File: config.mk
export PLATFORM = sky130hd
export DESIGN_NAME = draw_rect_ctl
export DESIGN_NICKNAME = d
export VERILOG_FILES = /design/src/rtl/draw_rect_ctl.sv
export SDC_FILE = /design/constraint.sdc
export NUM_CORES = 1
export LEC_CHECK = 0
export CAP_MARGIN = 20
export CORE_MARGIN = 4
export CORE_UTILIZATION = 35
export DETAILED_ROUTE_END_ITERATION = 16
export HOLD_SLACK_MARGIN = 0.15
export SLEW_MARGIN = 15
export SYNTH_ARGS = -nofsm -noshare
export SYNTH_HDL_FRONTEND = slang
export SYNTH_SLANG_ARGS = --single-unit
File: constraint.sdc
create_clock -name clk -period 12.1 [get_ports clk]
set_clock_uncertainty 0.15 [all_clocks]
set_input_delay 3.025 -clock clk [delete_from_list [all_inputs] [get_ports clk]]
set_output_delay 3.025 -clock clk [all_outputs]
set_load 0.05 [all_outputs]
File: src/rtl/draw_rect_ctl.sv
// Rectangle position controller: follows the mouse, then on a click
// drops under gravity with damped bounces off the bottom and rests.
module draw_rect_ctl #(
  parameter int TICK_DIV   = 650_000,
  parameter int SCREEN_H   = 768,
  parameter int REC_H      = 64,
  parameter int G          = 1,
  parameter int VMAX       = 64,
  parameter int LOSS_SHIFT = 1,
  parameter int MIN_VEL    = 2
) (
  input  logic        clk,
  input  logic        rst,
  input  logic        mouse_left,
  input  logic [11:0] mouse_xpos,
  input  logic [11:0] mouse_ypos,
  output logic [11:0] xpos,
  output logic [11:0] ypos,
  output logic        moving
);

  localparam int FLOOR = SCREEN_H - REC_H;
  localparam int CW = (TICK_DIV > 1) ? $clog2(TICK_DIV) : 1;

  typedef enum logic [1:0] {
    FOLLOW, FALL, RISE, REST
  } state_t;

  state_t        state;
  logic [CW-1:0] cnt;
  logic          btn_q;
  logic          tick;
  logic          click;
  logic [12:0]   vel;
  logic [12:0]   v_sum;
  logic [12:0]   v_inc;
  logic [12:0]   y_ext;
  logic [12:0]   y_nxt;
  logic [12:0]   bnc;

  assign tick  = (cnt == CW'(TICK_DIV - 1));
  assign click = mouse_left & ~btn_q;

  // 13-bit arithmetic keeps y + v from wrapping past 4095
  always_comb begin
    v_sum = vel + 13'(G);
    v_inc = (v_sum > 13'(VMAX)) ? 13'(VMAX) : v_sum;
    y_ext = {1'b0, ypos};
    y_nxt = y_ext + v_inc;
    bnc   = v_inc - (v_inc >> LOSS_SHIFT);
  end

  always_ff @(posedge clk) begin
    if (rst) begin
      state  <= FOLLOW;
      xpos   <= '0;
      ypos   <= '0;
      moving <= 1'b0;
      vel    <= '0;
      cnt    <= '0;
      btn_q  <= 1'b1;
    end else begin
      btn_q <= mouse_left;
      cnt   <= tick ? '0 : cnt + 1'b1;
      unique case (state)
        FOLLOW: begin
          xpos <= mouse_xpos;
          ypos <= mouse_ypos;
          if (click) begin
            state  <= FALL;
            vel    <= '0;
            moving <= 1'b1;
          end
        end
        FALL: begin
          if (tick) begin
            if (y_nxt >= 13'(FLOOR)) begin
              ypos <= 12'(FLOOR);
              if (bnc < 13'(MIN_VEL)) begin
                state  <= REST;
                vel    <= '0;
                moving <= 1'b0;
              end else begin
                state <= RISE;
                vel   <= bnc;
              end
            end else begin
              ypos <= y_nxt[11:0];
              vel  <= v_inc;
            end
          end
        end
        RISE: begin
          if (tick) begin
            if (vel > y_ext) begin
              ypos  <= '0;
              vel   <= '0;
              state <= FALL;
            end else begin
              ypos <= 12'(y_ext - vel);
              if (vel <= 13'(G)) begin
                vel   <= '0;
                state <= FALL;
              end else begin
                vel <= vel - 13'(G);
              end
            end
          end
        end
        REST: begin
          if (click) state <= FOLLOW;
        end
        default: begin
          state  <= FOLLOW;
          moving <= 1'b0;
        end
      endcase
    end
  end

endmodule
==> results.md <==
- The worst hold path belongs to the class reg2reg.
- The initial standard-cell utilization of the core is 35.7%.
- Data arrives at the worst endpoint at 5.53 ns.
- The worst register-to-register path begins at vel[0]$_SDFFE_PP0P_.
- The worst register-to-register path has a setup slack of ~6.6 ns.
- Counting flops with a built-in enable in the synthesized netlist gives 0.
- Once the clock tree was built, the resizer swapped 0 gates to a different size.
- The top flip-flop cell by instance count after synthesis is sky130_fd_sc_hd__dfxtp_1.
- After layout, the worst path uses 45.1% of the clock period.
- In this run the post-CTS setup repair buffer count came out at 0.
- The antenna diode count is 0.
- The area growth from synthesis to final layout is 18.2%.
- The hold-fix buffer count after cts is 0.
- The flow ran to the end, and the final reports show no timing, DRC or antenna violations.
- For hold timing, the worst endpoint is cnt[0]$_SDFF_PP0_.
- Traced cell by cell, the critical path runs through ha_1 -> nand3_2 -> mux2i_1 -> mux2i_1 -> a2111o_1 -> nor2_1 -> inv_1 -> fa_1 -> nor2b_1 -> o31a_1 -> o21ai_0 -> and4b_1 -> nand3_1 -> a21oi_1 -> nor3_1 -> a2111oi_0.
- The top-level port count is between 50 and 60.
- The initial antenna violation count is 0.
- Setup repair after global routing left no endpoint under its margin.
- The shortest clock period the worst path allows after layout is ~5.5 ns.
- The clock root buffer is sky130_fd_sc_hd__clkbuf_16.
- The netlist uses a little over 80 different library cells.
- The average instance area after synthesis is just under 8 um^2.
- In the final layout, the share of cells above drive strength 1 is ~5.8%.
- The number of global-route vias before repair was 4976.
- Counting the fill cells in the layout gives around 1600.
- In this run the deepest clock path goes through 2 buffers.
- Among the stages of the critical path, the cell type that occurs most often is sky130_fd_sc_hd__mux2i_1.
- Including well taps, the total number of placed cells is between 900 and 1000.
- The sum of overflow across all layers after global routing is 0.
- The global-route usage over all layers is a little under a fifth.
- For this run, asynchronously set or reset flops after synthesis account for 0%.
- The CTS tree is yes.
- The post-synthesis sequential area ratio is 22.4%.
- In the final routed layout, each cell accounts on average for approximately 17 um.
- The kind of end point of the critical path is a flip-flop.
- The startpoint of the worst setup timing path is vel[0]$_SDFFE_PP0P_.
- The startpoint class of the critical path is a flip-flop.
- The number of buffers added on ports is 51.
- The wire length after detailed routing is 16.2 mm.
- The power density of the placed cells is ~120 nW/um^2.
- Once routing completed, OpenROAD measured the worst setup slack at ~6.6 ns.
- The detailed router placed ~5300 vias in this run.
- The worst-path cell with the longest stage delay is sky130_fd_sc_hd__a21oi_1.
- The most common cell after layout, fill and taps aside is sky130_fd_sc_hd__nor2_1.
- The accumulated negative setup slack is 0 ns.
- Routability-driven placement finished with a final weighted congestion of approximately 0.92.
- The maximum fanout encountered on the critical timing path is 11.
- The startpoint identified for the worst hold timing path is cnt[0]$_SDFF_PP0_.
- The highest cell delay on the worst timing path is just under 0.7 ns.
- The floorplan step defined a core boundary enclosing roughly 15000 um^2.
- Counting both buffers and inverters, the worst setup path holds a total of 1.
- The worst IR drop on VDD is 0.0693 mV.
- The highest attainable clock frequency is around 180 MHz.
- The type of the setup path with the least slack is reg2reg.
- The violation count after the first detailed-route iteration is 388.
- The path depth of the worst reg2reg path is 16.
- The clock reaches the later pin of the worst-skew pair after about 0.34 ns.
- The number of nets in the layout is between 800 and 900.
- The floorplan step set the die width to about 130 um.
- The total number of clock tree sinks is 61.
- Synthesis produced between 700 and 800 cells.
- The number of placement rows is 45.
- The max-slew violation count was 0.
- The required arrival time at the worst endpoint is ~12 ns.
- The slew at the pin closest to its max-slew limit is about 0.95 ns.
- Prior to clock tree synthesis, the placed netlist has a worst setup slack of about 6.8 ns.
- The family with the most delay on the worst path is compound AO/OA/AOI/OAI gates.
- The clock input transition at the sequential cells of the worst setup and hold paths is 0.06 ns.
- Excluding fillers, the count of instances in the completed layout stands at about 970.
- The post-detailed-placement half-perimeter wirelength is 12.2 mm.
- The pre-antenna-repair detailed-routing pass consisted of 5 iterations.
- The vertical die dimension is roughly 130 um.
- The wire length of the first global-routing pass is about 26 mm.
- The count of endpoints failing hold in the final timing report is 0.
- The total CTS buffers is 9.
- The final setup violation count is 0.
- In this run the critical register-to-register path is captured at ypos[7]$_SDFFE_PP0P_.
- The post-synthesis register bit count is roughly 60.
- The worst pin sits at a relative slew slack of a little under two fifths.
- The cell leakage power is ~2.6 nW.
- Dividing the detail-routed via count by the number of cells gives ~5.4.
- Once detail routing completed, the nets flagged for antenna violations numbered 0.
- For this run, design rule violations remaining after detail routing come to 0.
- The summed instance area of the synthesized netlist is roughly 5500 um^2.
- Once layout is complete, the utilization of the core stands at between 40% and 50%.
- In the layout the commonest cells are 73 x sky130_fd_sc_hd__nor2_1, 61 x sky130_fd_sc_hd__dfxtp_1, 54 x sky130_fd_sc_hd__nand2_1.
- The die footprint is 17600 um^2.
- The H-tree level count is 3.
- Entering global routing, the biggest net connects 38 pins.
- During synthesis, Yosys emitted a total of 0 warnings.
- The number of cells on the worst hold path is 1.
- The total of max-cap violations is 0.
[worst max-delay path by stage]
stage                                        to  slack [ns]  cells past startpoint
after floorplan           state[1]$_SDFFE_PP0P_        7.64                     17
after global placement       cnt[10]$_SDFF_PP0_        6.78                      5
after detailed placement     cnt[10]$_SDFF_PP0_        6.80                      5
after CTS                  ypos[7]$_SDFFE_PP0P_        6.75                     16
after global routing       ypos[7]$_SDFFE_PP0P_        6.27                     16
final                      ypos[7]$_SDFFE_PP0P_        6.65                     16
[flip-flops by register name, summed over array words and instances, names as in the netlist]
register and flops:
ypos 12, btn_q 1, xpos 12, cnt 20
moving 1, state 2, vel 13
[through the flow]
step / cell area [um^2] / total power [mW] / hold slack [ns]
global placement: 6170 / 0.510 / 0.296
detailed placement: 6170 / 0.509 / 0.311
finish: 6450 / 0.757 / 0.313
CTS: 6450 / 0.757 / 0.324
global route: 6450 / 0.799 / 0.369
floorplan: 5490 / 0.429 / 0.276
[metal layers]
| metal | track usage [%] | share of wire [%] | vias up | wire (um) |
|---|---|---|---|---|
| met4 | 6.18 | 2.5 | 0 | 408 |
| met1 | 24.3 | 45 | 2431 | 7250 |
| met3 | 3.46 | 5.6 | 28 | 901 |
| met2 | 30.4 | 47 | 157 | 7650 |
| met5 | 0 | 0 | - | 0 |
| li1 | - | - | 2651 | - |
[Yosys cell counts (3+ instances only)]
| cell type | n | area, um^2 |
|---|---|---|
| sky130_fd_sc_hd__o21a_1 | 9 | 67.6 |
| sky130_fd_sc_hd__nor4_1 | 8 | 50.1 |
| sky130_fd_sc_hd__xnor2_1 | 26 | 228 |
| sky130_fd_sc_hd__o21ai_0 | 36 | 180 |
| sky130_fd_sc_hd__fa_1 | 3 | 60.1 |
| sky130_fd_sc_hd__a221oi_1 | 9 | 78.8 |
| sky130_fd_sc_hd__or4_1 | 3 | 22.5 |
| sky130_fd_sc_hd__o22ai_1 | 9 | 56.3 |
| sky130_fd_sc_hd__nand3_1 | 22 | 110 |
| sky130_fd_sc_hd__ha_1 | 53 | 663 |
| sky130_fd_sc_hd__mux2i_1 | 16 | 160 |
| sky130_fd_sc_hd__o211a_1 | 3 | 30.0 |
| sky130_fd_sc_hd__nor2_1 | 73 | 274 |
| sky130_fd_sc_hd__nand2b_1 | 6 | 37.5 |
| sky130_fd_sc_hd__and3_1 | 7 | 43.8 |
| sky130_fd_sc_hd__a21o_1 | 10 | 75.1 |
| sky130_fd_sc_hd__a21oi_1 | 48 | 240 |
| sky130_fd_sc_hd__a311oi_1 | 4 | 35.0 |
| sky130_fd_sc_hd__dfxtp_1 | 61 | 1220 |
| sky130_fd_sc_hd__nor3b_1 | 4 | 30.0 |
| sky130_fd_sc_hd__clkbuf_1 | 18 | 67.6 |
| sky130_fd_sc_hd__o31ai_1 | 4 | 30.0 |
| sky130_fd_sc_hd__xor2_1 | 17 | 149 |
| sky130_fd_sc_hd__buf_2 | 6 | 30.0 |
| sky130_fd_sc_hd__o311ai_0 | 5 | 43.8 |
| sky130_fd_sc_hd__or3_1 | 10 | 62.6 |
| sky130_fd_sc_hd__nand2_1 | 54 | 203 |
| sky130_fd_sc_hd__or2_2 | 4 | 25.0 |
| sky130_fd_sc_hd__nor2b_1 | 10 | 62.6 |
| sky130_fd_sc_hd__nand4_1 | 9 | 56.3 |
| sky130_fd_sc_hd__inv_1 | 50 | 188 |
| sky130_fd_sc_hd__a2111oi_0 | 5 | 43.8 |
| sky130_fd_sc_hd__nand3_2 | 3 | 30.0 |
| sky130_fd_sc_hd__nor3_1 | 25 | 125 |
| sky130_fd_sc_hd__o211ai_1 | 5 | 37.5 |
| sky130_fd_sc_hd__nand3b_1 | 3 | 22.5 |
[power by group]
group	internal (mW)	switching [mW]
Combinational	0.105	0.173
Clock	0.139	0.108
Sequential	0.214	0.0181
[final cells by class]
cell class,instances,area [um^2],share of cell area [%]
inverter,52,208,3.22
clock inverter,7,50.0,0.776
sequential,61,1220,18.9
timing repair buffer,54,533,8.27
tap,211,264,4.09
clock buffer,9,225,3.49
multi-input combinational,574,3950,61.2
[kinds of logic after synthesis]
group | synth area share (%)
AOI/OAI and AO/OA | 23.8
muxes | 2.94
buffers and inverters | 5.94
DFF | 22.4
and+or+nand+nor | 24.6
other | 0.138
adders and majority gates | 13.3
xor gates and xnor gates | 6.91
(Power assumes the default switching activity.)
